==> config.mk <==
export PLATFORM = sky130hd
export DESIGN_NAME = imem_port_arbiter_flat
export DESIGN_NICKNAME = d
export VERILOG_FILES = /design/src/rtl/imem_port_arbiter_pkg.sv /design/src/rtl/imem_port_arbiter_if.sv /design/src/rtl/imem_arb_starve_ctr.sv /design/src/rtl/imem_port_arbiter.sv /design/src/flat_wrapper.sv
export SDC_FILE = /design/constraint.sdc
export NUM_CORES = 1
export LEC_CHECK = 0
export BUFFER_PORTS_ARGS = -buffer_cell sky130_fd_sc_hd__buf_2
export CAP_MARGIN = 25
export CORE_MARGIN = 8
export CORE_UTILIZATION = 40
export DETAILED_ROUTE_END_ITERATION = 16
export PLACE_DENSITY = 0.75
export SLEW_MARGIN = 25
export SYNTH_ARGS = -nofsm -noshare
export SYNTH_HDL_FRONTEND = slang
export SYNTH_SLANG_ARGS = --single-unit
export TNS_END_PERCENT = 1
==> constraint.sdc <==
create_clock -name clk -period 4.1 [get_ports clk]
set_input_delay 0.82 -clock clk [delete_from_list [all_inputs] [get_ports clk]]
set_output_delay 0.82 -clock clk [all_outputs]
set_load 0.03 [all_outputs]
==> src/rtl/imem_port_arbiter_pkg.sv <==
// Shared types for the instruction-memory port arbiter: state encoding, access record, widths.
package imem_port_arbiter_pkg;

    localparam int unsigned ADDR_W   = 10;
    localparam int unsigned DATA_W   = 32;
    localparam int unsigned BE_W     = DATA_W / 8;
    localparam int unsigned STARVE_W = 8;

    typedef enum logic [3:0] {
        StFetch   = 4'b0001,
        StExt     = 4'b0010,
        StHoldIf  = 4'b0100,
        StHoldExt = 4'b1000
    } imem_arb_state_e;

    typedef struct packed {
        logic              we;
        logic [ADDR_W-1:0] addr;
        logic [DATA_W-1:0] data_w;
        logic [BE_W-1:0]   be;
    } imem_access_t;

    // The response currently on mem_data_r belongs to the secondary requester.
    function automatic logic is_ext_owner(imem_arb_state_e s);
        return (s == StExt) || (s == StHoldExt);
    endfunction

endpackage

==> src/rtl/imem_port_arbiter_if.sv <==
// Fetch, secondary-requester and RAM signals seen by the arbiter (slave) and its environment (master).
interface imem_port_arbiter_if;
    import imem_port_arbiter_pkg::*;

    logic              if_en;
    logic [ADDR_W-1:0] if_addr;
    logic [DATA_W-1:0] if_data_r;
    logic              if_delay;

    logic              ext_req;
    logic              ext_we;
    logic [ADDR_W-1:0] ext_addr;
    logic [DATA_W-1:0] ext_data_w;
    logic [BE_W-1:0]   ext_be;
    logic              ext_ack;
    logic [DATA_W-1:0] ext_data_r;
    logic              ext_rvalid;

    logic              mem_en;
    logic [ADDR_W-1:0] mem_addr;
    logic [DATA_W-1:0] mem_data_w;
    logic              mem_we;
    logic [BE_W-1:0]   mem_be;
    logic [DATA_W-1:0] mem_data_r;
    logic              mem_delay;

    modport slave (
        input  if_en, if_addr, ext_req, ext_we, ext_addr, ext_data_w, ext_be, mem_data_r, mem_delay,
        output if_data_r, if_delay, ext_ack, ext_data_r, ext_rvalid,
        output mem_en, mem_addr, mem_data_w, mem_we, mem_be
    );

    modport master (
        output if_en, if_addr, ext_req, ext_we, ext_addr, ext_data_w, ext_be, mem_data_r, mem_delay,
        input  if_data_r, if_delay, ext_ack, ext_data_r, ext_rvalid,
        input  mem_en, mem_addr, mem_data_w, mem_we, mem_be
    );

endinterface

==> src/rtl/imem_arb_starve_ctr.sv <==
// Counts consecutive cycles the secondary requester lost to fetch; saturates at MAX_STARVE.
module imem_arb_starve_ctr
    import imem_port_arbiter_pkg::*;
#(
    parameter int unsigned MAX_STARVE = 8
) (
    input  logic clk,
    input  logic reset,
    input  logic inc,
    input  logic clr,
    output logic at_max
);

    logic [STARVE_W-1:0] cnt_q, cnt_d;

    assign at_max = (cnt_q == STARVE_W'(MAX_STARVE));

    always_comb begin
        cnt_d = cnt_q;
        if (clr) begin
            cnt_d = '0;
        end else if (inc && !at_max) begin
            cnt_d = cnt_q + 1'b1;
        end
    end

    always_ff @(posedge clk or posedge reset) begin
        if (reset) begin
            cnt_q <= '0;
        end else begin
            cnt_q <= cnt_d;
        end
    end

endmodule

==> src/rtl/imem_port_arbiter.sv <==
// Shares the imem RAM port between instruction fetch (default winner) and one secondary
// requester, with a starvation limit and stall re-drive while the RAM asserts mem_delay.
module imem_port_arbiter
    import imem_port_arbiter_pkg::*;
#(
    parameter int unsigned MAX_STARVE = 8
) (
    input logic                clk,
    input logic                reset,
    imem_port_arbiter_if.slave bus
);

    imem_arb_state_e state_q;
    imem_access_t    acc_q, ext_acc, if_acc, mem_acc;
    logic            en_q, mem_en_c;
    logic            ext_owner, hold, at_max;
    logic            ext_grant, if_grant, starve_inc, starve_clr;

    assign ext_owner = is_ext_owner(state_q);
    assign hold      = bus.mem_delay;

    assign ext_grant  = !hold && bus.ext_req && (!bus.if_en || at_max);
    assign if_grant   = !hold && !ext_grant && bus.if_en;
    assign starve_clr = !hold && (ext_grant || !bus.ext_req);
    assign starve_inc = if_grant && bus.ext_req;

    assign ext_acc = '{we: bus.ext_we, addr: bus.ext_addr, data_w: bus.ext_data_w, be: bus.ext_be};
    assign if_acc  = '{we: 1'b0, addr: bus.if_addr, data_w: '0, be: '0};

    // While stalled the in-flight access is replayed from its registered copy.
    always_comb begin
        mem_acc  = '0;
        mem_en_c = 1'b0;
        if (hold) begin
            mem_acc  = acc_q;
            mem_en_c = en_q;
        end else if (ext_grant) begin
            mem_acc  = ext_acc;
            mem_en_c = 1'b1;
        end else if (if_grant) begin
            mem_acc  = if_acc;
            mem_en_c = 1'b1;
        end
    end

    always_ff @(posedge clk or posedge reset) begin
        if (reset) begin
            state_q <= StFetch;
            acc_q   <= '0;
            en_q    <= 1'b0;
        end else if (hold) begin
            state_q <= ext_owner ? StHoldExt : StHoldIf;
        end else begin
            state_q <= ext_grant ? StExt : StFetch;
            acc_q   <= mem_acc;
            en_q    <= mem_en_c;
        end
    end

    imem_arb_starve_ctr #(
        .MAX_STARVE(MAX_STARVE)
    ) u_starve (
        .clk   (clk),
        .reset (reset),
        .inc   (starve_inc),
        .clr   (starve_clr),
        .at_max(at_max)
    );

    assign bus.mem_en     = mem_en_c && !reset;
    assign bus.mem_addr   = mem_acc.addr;
    assign bus.mem_we     = mem_acc.we;
    assign bus.mem_be     = mem_acc.be;
    assign bus.mem_data_w = mem_acc.data_w;

    assign bus.ext_ack    = ext_grant && !reset;
    assign bus.ext_rvalid = ext_owner && !hold && !acc_q.we;
    assign bus.ext_data_r = bus.mem_data_r;
    assign bus.if_data_r  = bus.mem_data_r;
    assign bus.if_delay   = !reset && (hold || ext_owner);

endmodule

==> src/flat_wrapper.sv <==
// flat-port wrapper written by rule: the top's interface ports become plain ports
module imem_port_arbiter_flat import imem_port_arbiter_pkg::*;
#(
    parameter int unsigned MAX_STARVE = 8
)
  (clk, reset, bus_if_en, bus_if_addr, bus_ext_req, bus_ext_we, bus_ext_addr, bus_ext_data_w, bus_ext_be, bus_mem_data_r, bus_mem_delay, bus_if_data_r, bus_if_delay, bus_ext_ack, bus_ext_data_r, bus_ext_rvalid, bus_mem_en, bus_mem_addr, bus_mem_data_w, bus_mem_we, bus_mem_be);
  imem_port_arbiter_if bus_i ();
  input logic clk;
  input logic reset;
  input wire logic [$bits(bus_i.if_en)-1:0] bus_if_en;
  input wire logic [$bits(bus_i.if_addr)-1:0] bus_if_addr;
  input wire logic [$bits(bus_i.ext_req)-1:0] bus_ext_req;
  input wire logic [$bits(bus_i.ext_we)-1:0] bus_ext_we;
  input wire logic [$bits(bus_i.ext_addr)-1:0] bus_ext_addr;
  input wire logic [$bits(bus_i.ext_data_w)-1:0] bus_ext_data_w;
  input wire logic [$bits(bus_i.ext_be)-1:0] bus_ext_be;
  input wire logic [$bits(bus_i.mem_data_r)-1:0] bus_mem_data_r;
  input wire logic [$bits(bus_i.mem_delay)-1:0] bus_mem_delay;
  output wire logic [$bits(bus_i.if_data_r)-1:0] bus_if_data_r;
  output wire logic [$bits(bus_i.if_delay)-1:0] bus_if_delay;
  output wire logic [$bits(bus_i.ext_ack)-1:0] bus_ext_ack;
  output wire logic [$bits(bus_i.ext_data_r)-1:0] bus_ext_data_r;
  output wire logic [$bits(bus_i.ext_rvalid)-1:0] bus_ext_rvalid;
  output wire logic [$bits(bus_i.mem_en)-1:0] bus_mem_en;
  output wire logic [$bits(bus_i.mem_addr)-1:0] bus_mem_addr;
  output wire logic [$bits(bus_i.mem_data_w)-1:0] bus_mem_data_w;
  output wire logic [$bits(bus_i.mem_we)-1:0] bus_mem_we;
  output wire logic [$bits(bus_i.mem_be)-1:0] bus_mem_be;
  assign bus_i.if_en = bus_if_en;
  assign bus_i.if_addr = bus_if_addr;
  assign bus_i.ext_req = bus_ext_req;
  assign bus_i.ext_we = bus_ext_we;
  assign bus_i.ext_addr = bus_ext_addr;
  assign bus_i.ext_data_w = bus_ext_data_w;
  assign bus_i.ext_be = bus_ext_be;
  assign bus_i.mem_data_r = bus_mem_data_r;
  assign bus_i.mem_delay = bus_mem_delay;
  assign bus_if_data_r = bus_i.if_data_r;
  assign bus_if_delay = bus_i.if_delay;
  assign bus_ext_ack = bus_i.ext_ack;
  assign bus_ext_data_r = bus_i.ext_data_r;
  assign bus_ext_rvalid = bus_i.ext_rvalid;
  assign bus_mem_en = bus_i.mem_en;
  assign bus_mem_addr = bus_i.mem_addr;
  assign bus_mem_data_w = bus_i.mem_data_w;
  assign bus_mem_we = bus_i.mem_we;
  assign bus_mem_be = bus_i.mem_be;
  imem_port_arbiter #(.MAX_STARVE(MAX_STARVE)) u_core (.clk(clk), .reset(reset), .bus(bus_i));
endmodule
=== Word-level counts from Yosys, hierarchy flattened ===
Cells that the tools add are included.

* Logic and storage cells: 46
* Input bits: 94
* Output and inout bits: 115
* Bits in registers: 60

* Multiplexer cells: 11
* $add $sub $neg: 1
* Eq/ne operators: 3
* Reductions and logical operators: 24

{| class="wikitable"
|+ Operator list
! kind !! number
|-
| $mux W47 || 2
|-
| $mux W46 || 1
|-
| $mux W8 || 2
|-
| $logic_and A1 B1 Y1 || 12
|-
| $add A8 B1 Y8 const B || 1
|-
| $eq A8 B4 Y1 const B || 1
|-
| $mux W4 || 2
|-
| $logic_not A1 Y1 || 7
|-
| $eq A4 B2 Y1 const B || 1
|-
| $eq A4 B4 Y1 const B || 1
|-
| $logic_or A1 B1 Y1 || 4
|-
| $mux W1 || 3
|-
| $mux W2 || 1
|-
| $reduce_bool A2 Y1 || 1
|}

=== Longest topological paths before layout ===
* Depth after elaboration: 10
* Depth in mapped cells: 9
* Mapped depth without buffers: 6

=== Modules after synthesis ===
From an unflattened synthesis, not the netlist that was laid out.

* Cells, all modules: 332
* Area total of the unflattened synthesis: 3,419.5 um^2

{| class="wikitable"
|+ Modules (own cells, without submodules)
! module !! seq. area each (um^2) !! times used !! area each (um^2) !! cells each
|-
| imem_port_arbiter || 1,302.5 || 1 || 2,965.3 || 285
|-
| imem_arb_starve_ctr || 200.2 || 1 || 454.2 || 47
|}

=== Least setup slack after synthesis ===
No wires, ideal clock.

* Path kind: input to output
* From: input port reset
* To: output port bus_ext_ack
* Stages: 2
* Data required time: 3,280 ps
* Buffers on the path: 0
* Path slack: 740 ps
* Arrival time: 2,540 ps
* Cell sequence: inv_1 -> and2_1

* Longest elaborated chain between the ends: 2

{| class="wikitable"
|+ RTL lines
! item !! RTL line !! text
|-
| start: declaration || flat_wrapper.sv:9 || <nowiki>input logic reset;</nowiki>
|-
| $logic_not A1 Y1 (no source line) || n/a ||
|-
| $logic_and A1 B1 Y1 || imem_port_arbiter.sv:76 || <nowiki>assign bus.ext_ack = ext_grant && !reset;</nowiki>
|-
| end: declaration || flat_wrapper.sv:21 || <nowiki>output wire logic [$bits(bus_i.ext_ack)-1:0] bus_ext_ack;</nowiki>
|}

No other way between the ends.

=== Worst setup path in the final report ===
* From: register u_core.u_starve.cnt_q[0]
* To: output port bus_mem_data_w[0]

* Longest elaborated chain between the ends: 5

{| class="wikitable"
|+ RTL lines
! item !! RTL line !! text
|-
| start: declaration || imem_arb_starve_ctr.sv:14 || <nowiki>logic [STARVE_W-1:0] cnt_q, cnt_d;</nowiki>
|-
| start signal: assignment || imem_arb_starve_ctr.sv:31 || <nowiki>cnt_q <= cnt_d;</nowiki>
|-
| $eq A8 B4 Y1 || imem_arb_starve_ctr.sv:16 || <nowiki>assign at_max = (cnt_q == STARVE_W'(MAX_STARVE));</nowiki>
|-
| $logic_or A1 B1 Y1 || imem_port_arbiter.sv:22 || <nowiki>assign ext_grant = !hold && bus.ext_req && (!bus.if_en || at_max);</nowiki>
|-
| $logic_and A1 B1 Y1 || imem_port_arbiter.sv:22 ||
|-
| $mux W47 || imem_port_arbiter.sv:37 || <nowiki>end else if (ext_grant) begin</nowiki>
|-
| $mux W47 || imem_port_arbiter.sv:34 || <nowiki>if (hold) begin</nowiki>
|-
| end: declaration || flat_wrapper.sv:26 || <nowiki>output wire logic [$bits(bus_i.mem_data_w)-1:0] bus_mem_data_w;</nowiki>
|}

No other way between the ends.

==> impl_metrics.env <==
export IMPL_design_area_sq_mm=0.00371
export IMPL_arrival_ps=2720
export IMPL_crit_cells=8
export IMPL_fmax_mhz=282
export IMPL_yosysTopAreaCell="dfrtp_1"
export IMPL_slowest_stage="or4b_4"
export IMPL_p_leak_nw=1.92
export IMPL_cts_root_buf="clkbuf_8"
export IMPL_cts_tree="yes"
export IMPL_post_route_util=0.452
export IMPL_crit_start="u_core.u_starve.cnt_q[0]$_DFFE_PP0P_"
export IMPL_top_layer_used="met5"
export IMPL_grt_pass1_wl_microns=12800
export IMPL_route_met3_wl_microns=799
export IMPL_netlist_top_cells_area="dfrtp_1 (43%), a22o_1 (19%), buf_4 (15%)"
export IMPL_critPathLaunchType="register"
export IMPL_drive_gt1_frac=0.387
export IMPL_row_count=33
export IMPL_drt_met1_wl_microns=3070
export IMPL_coreArea_sq_mm=0.00822
export IMPL_postCtsHoldBufs=0
export IMPL_final_max_slew_viol_count=0
export IMPL_final_nets=449
export IMPL_tightest_slew_ps=557
export IMPL_finalPower_mw=1.43
export IMPL_start_util=0.413
export IMPL_post_cts_repair_setup_buffers=0
export IMPL_die_height_microns=108
export IMPL_hold_path_class="primary input to async pin"
export IMPL_cts_max_level=3
export IMPL_critPathTopFamily="buffers and inverters"
export IMPL_min_period_ps=3540
export IMPL_cts_sinks=60
export IMPL_clock_path_buffers=2
export IMPL_gp_congestion=0.755
export IMPL_r2r_setup_slack_ps=1870
export IMPL_grt_max_degree=60
export IMPL_ant_nets=0
export IMPL_routed_via_density=5.54
export IMPL_syn_inst=312
export IMPL_gr_usage_all_layers=0.134
export IMPL_r2r_end="u_core.acc_q[18]$_DFFE_PP0N_"
export IMPL_antenna_found_initial=1
export IMPL_p_per_area_mw_per_mm2=386
export IMPL_crit_path_end_kind="output port"
export IMPL_cp_endpoint="bus_mem_data_w[0]"
export IMPL_cpPeakStageDelay_ps=480
export IMPL_port_buffers=112
export IMPL_grt_ovfl_total=0
export IMPL_area_growth_syn_to_layout_pct=9.36
export IMPL_dpl_cell_area_sq_mm=0.00351
export IMPL_clk_pin_slew_worst_paths_ps=60
export IMPL_die_x_microns=108
export IMPL_routedWlPerCell_microns=16.5
export IMPL_hold_ws_ps=473
export IMPL_numCtsBuffers=9
export IMPL_crit_buf_inv=3
export IMPL_timing_critical_path_required_ps=3280
export IMPL_die_area_sq_mm=0.0117
export IMPL_critPathMaxFanout=55
export IMPL_ir_drop_uv=204
export IMPL_crit_chain="inv_1 > ha_1 > or4b_4 > o21ai_1 > and3b_2 > buf_4 > a22o_1 > buf_2"
export IMPL_grt_pass1_vias=2695
export IMPL_synth_area_sq_mm=0.00339
export IMPL_wl_microns=7630
export IMPL_synth_yosys_seq_area_share=0.443
export IMPL_rr_startpoint="u_core.u_starve.cnt_q[0]$_DFFE_PP0P_"
export IMPL_fin_skew_ps=9.21
export IMPL_avgSynthCellArea_sq_um=10.9
export IMPL_io_pins=209
export IMPL_relSlewSlack=0.629
export IMPL_drt_initial_drc_count=195
export IMPL_fin_tns_setup_ps=0
export IMPL_insertion_delay_ps=330
export IMPL_antenna_cells=0
export IMPL_drc=0
export IMPL_critPathKind="register to output port"
export IMPL_synth_cell_types=33
export IMPL_num_vias=2558
export IMPL_syn_nets=408
export IMPL_first_pass_iters=4
export IMPL_synth_warnings=0
export IMPL_setup_viol=0
export IMPL_synth_top_area_frac=0.435
export IMPL_met2_length_microns=3530
export IMPL_synth_seq_cells=60
export IMPL_grt_setup_unrepaired="false"
export IMPL_period_share=0.864
export IMPL_hold_viol_final=0
export IMPL_status="complete, no violations"
export IMPL_cap_violations=0
export IMPL_hpwl_microns=5540
export IMPL_rr_worst_depth=7
export IMPL_cts_resized=0
placed cells by master, fill, tap and decap left out, types with 2 or more instances in the layout:
cell type,Yosys,routed
nand3_1,6,6
nand4_1,3,3
buf_4,67,6
inv_1,4,3
buf_2,4,112
clkbuf_8,0,11
nand2_1,10,10
and2_1,14,14
ha_1,2,2
nor3_1,2,2
o21ai_0,3,3
nand2b_1,2,2
nor2_1,6,6
o311ai_0,5,5
a22o_1,74,74
dfrtp_1,59,59
clkinv_2,0,2
a221o_1,20,20
cell families (layout without fill, tap and decap cells):
logic type               after synthesis  in the layout  synth area share
multiplexers                           1              1           0.00295
AND/OR/NAND/NOR                       49             49            0.0796
AO/OA/AOI/OAI                        107            107             0.278
XOR/XNOR                               1              1           0.00258
flip-flops                            60             60             0.443
buffers and inverters                 92            137             0.187
adder cells (fa/ha/maj)                2              2           0.00737
final cells by class:
class                           count  area (sq um)
Clock inverter                      4          48.8
Sequential cell                    60          1500
Clock buffer                       11           151
Multi-Input combinational cell    160          1260
Tap cell                          105           131
Timing Repair Buffer              118           606
Inverter                            4          15.0
Fill cell                         766          4500
cells in the mapped netlist:
library cell and n:
and3b_1 1, ha_1 2, and3_1 1, o21ai_0 3
a21oi_1 1, nand4_1 3, inv_1 4, o211ai_1 1
clkbuf_1 13, a221o_1 20, o311ai_0 5, and2_1 14
nor2b_1 1, a21o_1 1, xnor2_1 1, or3b_2 1
nand2_1 10, dfstp_2 1, nor3_1 2, nand3_1 6
nor3b_1 1, or4b_4 1, buf_8 1, buf_2 4
nor2_1 6, dfrtp_1 59, buf_6 3, o211a_1 1
mux2i_1 1, a22o_1 74, nand2b_1 2, o21ai_1 1
buf_4 67
worst register-to-register path, delay by kind of cell (launching register included):
family / cells / cell delay, ps
AOI/OAI and AO/OA: 2 / 410
adders and majority gates: 1 / 130
buffers and inverters: 2 / 520
DFF: 1 / 440
and+or+nand+nor: 2 / 680
layer usage:
metal  global-route usage  vias up
met5                    0        -
met4               0.0634        2
met3               0.0684       37
met2                0.211       92
met1                0.148     1237
li1                     -     1190
state kept, by name, summed over array words and instances (netlist names):
signal,cells
u_core.en_q,1
u_core.u_starve.cnt_q,8
u_core.acc_q,47
u_core.state_q,4
report_power, final:
part / switching [mW] / total [mW] / internal, mW
clock network: 0.216 / 0.526 / 0.309
registers: 0.0166 / 0.643 / 0.627
logic: 0.161 / 0.264 / 0.103
stage by stage:
step	instances	worst slack, ps
finish	462	556
global route	462	334
detailed placement	447	901
CTS	462	566
floorplan	312	740
global placement	447	938
how the worst min path moves through the flow:
| stage | startpoint | endpoint | slack, ps | depth (start not counted) |
|---|---|---|---|---|
| 5_1_grt | reset | u_core.acc_q[46]$_DFFE_PP0N_ | 470 | 2 |
| 2_1_floorplan | u_core.en_q$_DFFE_PP0N_ | u_core.en_q$_DFFE_PP0N_ | 450 | 2 |
| 4_1_cts | reset | u_core.acc_q[46]$_DFFE_PP0N_ | 460 | 2 |
| 3_5_place_dp | u_core.en_q$_DFFE_PP0N_ | u_core.en_q$_DFFE_PP0N_ | 490 | 2 |
| 6_report | reset | u_core.acc_q[0]$_DFFE_PP0N_ | 470 | 2 |
| 3_3_place_gp | u_core.en_q$_DFFE_PP0N_ | u_core.en_q$_DFFE_PP0N_ | 470 | 2 |
(Power assumes the default switching activity.)
